File: src/rtl/gmii_tx_framer_if.sv
// Byte-stream input and GMII transmit bundle for gmii_tx_framer.
// Latency: none (wires only).
// Backpressure: none; the input side has no ready, so the framer drops bytes when full.
interface gmii_tx_framer_if #(
    parameter int FIFO_DEPTH = 64
) ();
    localparam int UW = $clog2(FIFO_DEPTH) + 1;

    logic [7:0]    iv_data;
    logic          i_data_wr;
    logic [7:0]    ov_gmii_txd;
    logic          o_gmii_tx_en;
    logic          o_gmii_tx_er;
    logic          o_overflow;
    logic          o_underrun;
    logic [UW-1:0] ov_fifo_usedw;

    // Upstream selector side: produces bytes, observes the framer.
    modport master (
        output iv_data, i_data_wr,
        input  ov_gmii_txd, o_gmii_tx_en, o_gmii_tx_er,
        input  o_overflow, o_underrun, ov_fifo_usedw
    );

    // Framer side: consumes bytes, drives GMII and status.
    modport slave (
        input  iv_data, i_data_wr,
        output ov_gmii_txd, o_gmii_tx_en, o_gmii_tx_er,
        output o_overflow, o_underrun, ov_fifo_usedw
    );
endinterface

File: src/rtl/gmii_tx_framer.sv
// GMII transmit framer: buffers a byte stream, adds preamble/SFD, enforces the inter-frame gap.
// Latency: 11 cycles from input byte to GMII byte for a gap-free frame; all outputs registered.
// Backpressure: none; a push into a full FIFO drops the byte and sets sticky o_overflow.
module gmii_tx_framer #(
    parameter int FIFO_DEPTH = 64,
    parameter int IFG_BYTES  = 12
) (
    input  logic            i_clk,
    input  logic            i_rst_n,
    gmii_tx_framer_if.slave bus
);
    localparam int AW = $clog2(FIFO_DEPTH);
    localparam int UW = AW + 1;
    localparam int IW = (IFG_BYTES > 2) ? $clog2(IFG_BYTES) : 1;

    localparam logic [UW-1:0] FULL_CNT = UW'(FIFO_DEPTH);
    localparam logic [IW-1:0] IFG_LAST = IW'(IFG_BYTES - 1);
    localparam logic [2:0]    PRE_LAST = 3'd6;
    localparam logic [7:0]    PRE_BYTE = 8'h55;
    localparam logic [7:0]    SFD_BYTE = 8'hD5;

    localparam logic [2:0] ST_IDLE = 3'd0;
    localparam logic [2:0] ST_PRE  = 3'd1;
    localparam logic [2:0] ST_SFD  = 3'd2;
    localparam logic [2:0] ST_DATA = 3'd3;
    localparam logic [2:0] ST_IFG  = 3'd4;

    typedef struct packed {
        logic       last;
        logic [7:0] dat;
    } entry_t;

    // Hold stage and FIFO bookkeeping
    logic          hold_vld_q, hold_vld_d;
    logic [7:0]    hold_dat_q, hold_dat_d;
    logic [AW-1:0] wr_ptr_q, wr_ptr_d;
    logic [AW-1:0] rd_ptr_q, rd_ptr_d;
    logic [UW-1:0] usedw_q, usedw_d;
    logic          ovf_q, ovf_d;
    entry_t        mem_q [FIFO_DEPTH];
    entry_t        rd_ent;
    logic          push_ok;
    logic          push_last;
    logic          pop;

    // Transmit FSM and registered GMII outputs
    logic [2:0]    state_q, state_d;
    logic [2:0]    pre_cnt_q, pre_cnt_d;
    logic [IW-1:0] ifg_cnt_q, ifg_cnt_d;
    logic          term_q, term_d;
    logic [7:0]    txd_q, txd_d;
    logic          en_q, en_d;
    logic          er_q, er_d;
    logic          udr_q, udr_d;
    logic          go_start;
    logic          go_fetch;

    assign rd_ent = mem_q[rd_ptr_q];

    // Hold one byte so its last flag can be decided from the following cycle's write strobe
    always_comb begin
        hold_vld_d = bus.i_data_wr;
        hold_dat_d = bus.i_data_wr ? bus.iv_data : hold_dat_q;
        push_last  = ~bus.i_data_wr;
        // Room is judged on the registered count only; a same-cycle pop does not help.
        push_ok    = hold_vld_q && (usedw_q != FULL_CNT);
        ovf_d      = ovf_q | (hold_vld_q & ~push_ok);
        wr_ptr_d   = wr_ptr_q + AW'(push_ok);
        rd_ptr_d   = rd_ptr_q + AW'(pop);
        case ({push_ok, pop})
            2'b10:   usedw_d = usedw_q + UW'(1);
            2'b01:   usedw_d = usedw_q - UW'(1);
            default: usedw_d = usedw_q;
        endcase
    end

    // Next-state and next-output logic; the state names the byte currently on GMII,
    // so each decision here chooses the byte for the following cycle.
    always_comb begin
        state_d   = state_q;
        pre_cnt_d = pre_cnt_q;
        ifg_cnt_d = ifg_cnt_q;
        term_d    = term_q;
        txd_d     = 8'h00;
        en_d      = 1'b0;
        er_d      = 1'b0;
        udr_d     = 1'b0;
        pop       = 1'b0;
        go_start  = 1'b0;
        go_fetch  = 1'b0;

        case (state_q)
            ST_IDLE: go_start = 1'b1;
            ST_PRE: begin
                en_d = 1'b1;
                if (pre_cnt_q == PRE_LAST) begin
                    state_d = ST_SFD;
                    txd_d   = SFD_BYTE;
                end else begin
                    pre_cnt_d = pre_cnt_q + 3'd1;
                    txd_d     = PRE_BYTE;
                end
            end
            ST_SFD: go_fetch = 1'b1;
            ST_DATA: begin
                if (term_q) begin
                    state_d   = ST_IFG;
                    ifg_cnt_d = '0;
                end else begin
                    go_fetch = 1'b1;
                end
            end
            ST_IFG: begin
                // The last gap cycle also acts as IDLE so the gap is exactly IFG_BYTES long.
                if (ifg_cnt_q == IFG_LAST) begin
                    go_start = 1'b1;
                end else begin
                    ifg_cnt_d = ifg_cnt_q + IW'(1);
                end
            end
            default: state_d = ST_IDLE;
        endcase

        if (go_start) begin
            if (usedw_q != '0) begin
                state_d   = ST_PRE;
                pre_cnt_d = 3'd0;
                en_d      = 1'b1;
                txd_d     = PRE_BYTE;
            end else begin
                state_d = ST_IDLE;
            end
        end

        if (go_fetch) begin
            state_d = ST_DATA;
            en_d    = 1'b1;
            if (usedw_q != '0) begin
                pop    = 1'b1;
                txd_d  = rd_ent.dat;
                term_d = rd_ent.last;
            end else begin
                // Starved mid-frame: poison the frame and close it.
                er_d   = 1'b1;
                udr_d  = 1'b1;
                term_d = 1'b1;
            end
        end
    end

    // FIFO storage; contents need no reset because the pointers define validity
    always_ff @(posedge i_clk) begin
        if (push_ok) begin
            mem_q[wr_ptr_q] <= '{last: push_last, dat: hold_dat_q};
        end
    end

    // State, pointer and output registers; reset aborts any frame and empties the FIFO
    always_ff @(posedge i_clk or negedge i_rst_n) begin
        if (!i_rst_n) begin
            hold_vld_q <= 1'b0;
            hold_dat_q <= 8'h00;
            wr_ptr_q   <= '0;
            rd_ptr_q   <= '0;
            usedw_q    <= '0;
            ovf_q      <= 1'b0;
            state_q    <= ST_IDLE;
            pre_cnt_q  <= 3'd0;
            ifg_cnt_q  <= '0;
            term_q     <= 1'b0;
            txd_q      <= 8'h00;
            en_q       <= 1'b0;
            er_q       <= 1'b0;
            udr_q      <= 1'b0;
        end else begin
            hold_vld_q <= hold_vld_d;
            hold_dat_q <= hold_dat_d;
            wr_ptr_q   <= wr_ptr_d;
            rd_ptr_q   <= rd_ptr_d;
            usedw_q    <= usedw_d;
            ovf_q      <= ovf_d;
            state_q    <= state_d;
            pre_cnt_q  <= pre_cnt_d;
            ifg_cnt_q  <= ifg_cnt_d;
            term_q     <= term_d;
            txd_q      <= txd_d;
            en_q       <= en_d;
            er_q       <= er_d;
            udr_q      <= udr_d;
        end
    end

    assign bus.ov_gmii_txd   = txd_q;
    assign bus.o_gmii_tx_en  = en_q;
    assign bus.o_gmii_tx_er  = er_q;
    assign bus.o_overflow    = ovf_q;
    assign bus.o_underrun    = udr_q;
    assign bus.ov_fifo_usedw = usedw_q;
endmodule
File: src/flat_wrapper.sv
// flat-port wrapper written by rule: the top's interface ports become plain ports
module gmii_tx_framer_flat 
#(
    parameter int FIFO_DEPTH = 64,
    parameter int IFG_BYTES  = 12
)
  (i_clk, i_rst_n, bus_iv_data, bus_i_data_wr, bus_ov_gmii_txd, bus_o_gmii_tx_en, bus_o_gmii_tx_er, bus_o_overflow, bus_o_underrun, bus_ov_fifo_usedw);
  gmii_tx_framer_if #(.FIFO_DEPTH(FIFO_DEPTH)) bus_i ();
  input  logic i_clk;
  input  logic i_rst_n;
  input wire logic [$bits(bus_i.iv_data)-1:0] bus_iv_data;
  input wire logic [$bits(bus_i.i_data_wr)-1:0] bus_i_data_wr;
  output wire logic [$bits(bus_i.ov_gmii_txd)-1:0] bus_ov_gmii_txd;
  output wire logic [$bits(bus_i.o_gmii_tx_en)-1:0] bus_o_gmii_tx_en;
  output wire logic [$bits(bus_i.o_gmii_tx_er)-1:0] bus_o_gmii_tx_er;
  output wire logic [$bits(bus_i.o_overflow)-1:0] bus_o_overflow;
  output wire logic [$bits(bus_i.o_underrun)-1:0] bus_o_underrun;
  output wire logic [$bits(bus_i.ov_fifo_usedw)-1:0] bus_ov_fifo_usedw;
  assign bus_i.iv_data = bus_iv_data;
  assign bus_i.i_data_wr = bus_i_data_wr;
  assign bus_ov_gmii_txd = bus_i.ov_gmii_txd;
  assign bus_o_gmii_tx_en = bus_i.o_gmii_tx_en;
  assign bus_o_gmii_tx_er = bus_i.o_gmii_tx_er;
  assign bus_o_overflow = bus_i.o_overflow;
  assign bus_o_underrun = bus_i.o_underrun;
  assign bus_ov_fifo_usedw = bus_i.ov_fifo_usedw;
  gmii_tx_framer #(.FIFO_DEPTH(FIFO_DEPTH), .IFG_BYTES(IFG_BYTES)) u_core (.i_clk(i_clk), .i_rst_n(i_rst_n), .bus(bus_i));
endmodule
File: config.mk
export PLATFORM = sky130hd
export DESIGN_NAME = gmii_tx_framer_flat
export DESIGN_NICKNAME = d
export VERILOG_FILES = /design/src/rtl/gmii_tx_framer_if.sv /design/src/rtl/gmii_tx_framer.sv /design/src/flat_wrapper.sv
export SDC_FILE = /design/constraint.sdc
export NUM_CORES = 1
export LEC_CHECK = 0
export CORE_UTILIZATION = 50
export CTS_CLUSTER_DIAMETER = 150
export DETAILED_ROUTE_END_ITERATION = 16
export PLACE_DENSITY = 0.66
export SKIP_LAST_GASP = 1
export SLEW_MARGIN = 25
export SYNTH_ARGS = -nofsm -noshare
export SYNTH_HDL_FRONTEND = slang
export SYNTH_SLANG_ARGS = --single-unit
File: constraint.sdc
create_clock -name i_clk -period 3.6 [get_ports i_clk]
set_input_delay 0.36 -clock i_clk [delete_from_list [all_inputs] [get_ports i_clk]]
set_output_delay 0.36 -clock i_clk [all_outputs]
set_load 0.02 [all_outputs]
==> impl_metrics.env, run 1 <==
export IMPL_worst_pin_slew_ns=1.04
export IMPL_numCtsBuffers=60
export IMPL_async_reset_ff_share_pct=7.99
export IMPL_gp_congestion=0.856
export IMPL_m1WireLength_microns=22800
export IMPL_worst_path_max_delay_cell="or4_4"
export IMPL_yosysMostFrequentCell="edfxtp_1"
export IMPL_netlist_top_cells_count="edfxtp_1 (576), mux4_2 (133), nor2_1 (83)"
export IMPL_rrSetupSlack_ns=0.35
export IMPL_num_rows=80
export IMPL_ant_nets=0
export IMPL_drive_gt1_share_pct=26.9
export IMPL_netlist_area_sq_um=24600
export IMPL_cp_max_fo=8
export IMPL_period_needed_ns=3.25
export IMPL_ir_drop_mv=0.370
export IMPL_die_w_microns=224
export IMPL_seq_area_sq_um=18600
export IMPL_synth_avg_cell_area_sq_um=20.1
export IMPL_yosys_warnings=0
export IMPL_final_area_sq_um=28100
export IMPL_combPwrFrac_pct=21.8
export IMPL_setup_viol=0
export IMPL_cts_tree="done"
export IMPL_antenna_found_initial=0
export IMPL_maxSlewHeadroom_pct=30.1
export IMPL_worstSetupStartpointType="flop"
export IMPL_drv_slew=0
export IMPL_maxCapViolCount=0
export IMPL_synth_area_top_cells="edfxtp_1 (70%), mux4_2 (12%), dfrtp_1 (5.1%)"
export IMPL_multi_input_area_sq_um=5620
export IMPL_worstPathArrival_ns=3.79
export IMPL_pwr_share_seq_pct=45.5
export IMPL_vias=12116
export IMPL_antenna_cells=0
export IMPL_internal_power_mw=14.3
export IMPL_outcome="finished clean"
export IMPL_post_drt_wl_per_cell_microns=27.2
export IMPL_dr_wl_met2_microns=26500
export IMPL_grt_usage_pct=22.4
export IMPL_layout_nets=1358
export IMPL_power_density_nw_per_um2=707
export IMPL_postCtsSetupBuffers=0
export IMPL_pwr_share_clk_pct=32.7
export IMPL_place_area_sq_um=26000
export IMPL_rsz0062_at_grt="no"
export IMPL_clock_path_buffers=3
export IMPL_cts_root_buf="clkbuf_16"
export IMPL_p_leak_nw=9.01
export IMPL_grt_pass1_wl_microns=80600
export IMPL_drc=0
export IMPL_worstSkewPairLatency_ns=0.63
export IMPL_critPathRequiredTime_ns=4.14
export IMPL_clkSlewWorstSetupHoldPaths_ns=0.06
export IMPL_synth_edf_count=576
export IMPL_totalWireLength_microns=54400
export IMPL_grt_max_degree=66
export IMPL_portBuffers=29
export IMPL_ys_ff_latch=626
export IMPL_setup_tns_ns=0
export IMPL_max_freq_mhz=308
export IMPL_cp_slowest_stage_delay_ns=0.60
export IMPL_core_sq_um=48000
export IMPL_switchingPower_mw=5.54
export IMPL_cts_htree_levels=2
export IMPL_crit_chain="or4_4, o41a_1, inv_1, ha_1, xor2_1, ha_1, and3b_1, o21ai_0, o21ai_0, a211oi_1, xnor2_1"
export IMPL_crit_path_end_kind="flop"
export IMPL_switching_share_pct=27.9
export IMPL_finClkSkew_ns=0.0243
export IMPL_ys_seq_area_share_pct=75.5
export IMPL_drt_initial_drc_count=1204
export IMPL_hold_class="input port to flop"
export IMPL_period_share_pct=90.1
export IMPL_fp_dieH_microns=224
export IMPL_hold_viol_final=0
export IMPL_top_layer="met4"
export IMPL_cp_buffers_inverters=1
export IMPL_synth_top_area_cell="edfxtp_1"
export IMPL_syn_nets=1242
export IMPL_syn2layout_area_growth_pct=14.3
export IMPL_dieArea_sq_um=50000
export IMPL_overflow=0
export IMPL_synth_flop_cell="edfxtp_1"
export IMPL_path_class="flop to flop"
export IMPL_hpwl_microns=33900
export IMPL_final_util_pct=58.4
export IMPL_fillers=3470
export IMPL_via_per_inst=6.05
export IMPL_synth_cells=1221
export IMPL_cts_sink_count=626
export IMPL_grt_pass1_vias=12247
export IMPL_route_met3_wl_microns=3860
export IMPL_ios=30
export IMPL_netlist_area_leader_share_pct=70.5
export IMPL_synth_cell_types=59
export IMPL_first_pass_iters=5
export IMPL_start_util_pct=51.1
export IMPL_cpLargestDelayFamily="compound AO/OA/AOI/OAI gates"
==> cell type report <==
cell class | instances | share of cell area, %
sequential | 626 | 66.2
multi-input combinational | 521 | 20.0
clock buffer | 69 | 5.55
timing repair buffer | 120 | 3.64
tap | 615 | 2.74
clock inverter | 45 | 1.71
inverter | 8 | 0.107
==> logic make-up (layout without fill, tap and decap cells) <==
logic type               count (synthesis)  after routing  synth area share (%)
AO/OA/AOI/OAI                          121            121                  3.44
flip-flops                             626            626                  75.5
multiplexers                           185            185                  14.7
adder cells (fa/ha/maj)                 10             10                 0.510
AND/OR/NAND/NOR                        186            186                  3.55
XOR/XNOR                                19             19                 0.678
buffers and inverters                   74            242                  1.59
==> final timing paths <==
check,start,depth (start not counted),to
worst max register to register,u_core.bus.ov_fifo_usedw[3]$_DFFE_PN0P_,11,u_core.bus.ov_fifo_usedw[6]$_DFFE_PN0P_
worst max-delay path,u_core.bus.ov_fifo_usedw[3]$_DFFE_PN0P_,11,u_core.bus.ov_fifo_usedw[6]$_DFFE_PN0P_
worst min-delay path,bus_iv_data[0],2,u_core.hold_dat_q[0]$_DFFE_PN0P_
min in group asynchronous,i_rst_n,2,u_core.pre_cnt_q[2]$_DFF_PN0_
max in group asynchronous,i_rst_n,3,u_core.hold_dat_q[4]$_DFFE_PN0P_
worst min register to register,u_core.bus.o_overflow$_DFF_PN0_,1,u_core.bus.o_overflow$_DFF_PN0_
==> power groups by stage <==
stage | registers, mW | clock network, mW | logic [mW]
5_1_grt | 9.09 | 6.85 | 4.62
2_1_floorplan | 8.90 | 0 | 3.12
3_3_place_gp | 9.15 | 0 | 4.35
3_5_place_dp | 9.18 | 0 | 4.38
4_1_cts | 9.03 | 6.57 | 4.39
6_report | 9.03 | 6.48 | 4.33
==> cells in the final DEF (no fill, tap or decap), types with 7 or more instances in the layout <==
| cell type | n |
|---|---|
| edfxtp_1 | 576 |
| mux4_2 | 133 |
| buf_4 | 86 |
| nor2_1 | 82 |
| clkbuf_16 | 61 |
| nand2_1 | 43 |
| a22oi_1 | 41 |
| dfrtp_1 | 39 |
| mux2_2 | 32 |
| clkdlybuf4s50_1 | 28 |
| a21oi_1 | 18 |
| clkinv_2 | 17 |
| mux2i_1 | 16 |
| nand3_1 | 16 |
| o21ai_0 | 13 |
| clkinv_1 | 13 |
| xnor2_1 | 11 |
| ha_1 | 10 |
| bufinv_16 | 10 |
| nor2b_1 | 9 |
| xor2_1 | 8 |
| clkbuf_1 | 8 |
| o2111ai_1 | 7 |
| dfrtp_4 | 7 |
==> registers in the layout (all words and copies together) (netlist names) <==
signal                    flops
u_core.hold_vld_q             1
u_core.bus.ov_gmii_txd        8
u_core.bus.o_gmii_tx_en       1
u_core.state_q                3
u_core.rd_ptr_q               6
u_core.mem_q                576
u_core.bus.ov_fifo_usedw      7
u_core.pre_cnt_q              3
u_core.term_q                 1
u_core.ifg_cnt_q              4
u_core.hold_dat_q             8
u_core.wr_ptr_q               6
u_core.bus.o_underrun         1
u_core.bus.o_overflow         1
==> worst reg2reg max path: cells and delay by family (launching register included) <==
kind                       cells  cell delay [ns]
xor gates and xnor gates       2             0.26
buffers and inverters          1             0.09
AOI/OAI and AO/OA              4             1.06
and+or+nand+nor                2             0.78
adders and majority gates      2             0.53
DFF                            1             0.46
==> stage by stage <==
stage / setup slack (ns) / total power, mW / hold slack (ns) / instances
4_1_cts: 0.387 / 20.0 / 0.335 / 2004
3_5_place_dp: 0.402 / 13.6 / 0.461 / 1889
2_1_floorplan: 0.385 / 12.0 / 0.0644 / 1221
5_1_grt: 0.133 / 20.6 / 0.356 / 2004
3_3_place_gp: 0.429 / 13.5 / 0.459 / 1889
6_report: 0.355 / 19.8 / 0.365 / 2004
==> layer usage <==
layer	GRT usage [%]	up-vias
met3	4.80	96
met2	35.6	450
met1	31.5	6342
met5	0	-
li1	-	5228
met4	6.32	0
==> repair_timing <==
item                                    in CTS  in global routing
gates resized for setup                      0                  0
endpoints found under the setup margin       0                  0
endpoints found under the hold margin       37                  0
hold buffers                                 1                  0
Power figures use the tool's default switching activity.
==> run 2, diff against run 1 <==
--- a/config.mk
+++ b/config.mk
@@ -9,6 +9,7 @@
 export CTS_CLUSTER_DIAMETER = 150
 export DETAILED_ROUTE_END_ITERATION = 16
 export PLACE_DENSITY = 0.66
+export SKIP_CTS_REPAIR_TIMING = 1
 export SKIP_LAST_GASP = 1
 export SLEW_MARGIN = 25
 export SYNTH_ARGS = -nofsm -noshare
==> results of run 2 <==
No change in the layout: final DEF, timing and power equal those of run 1.
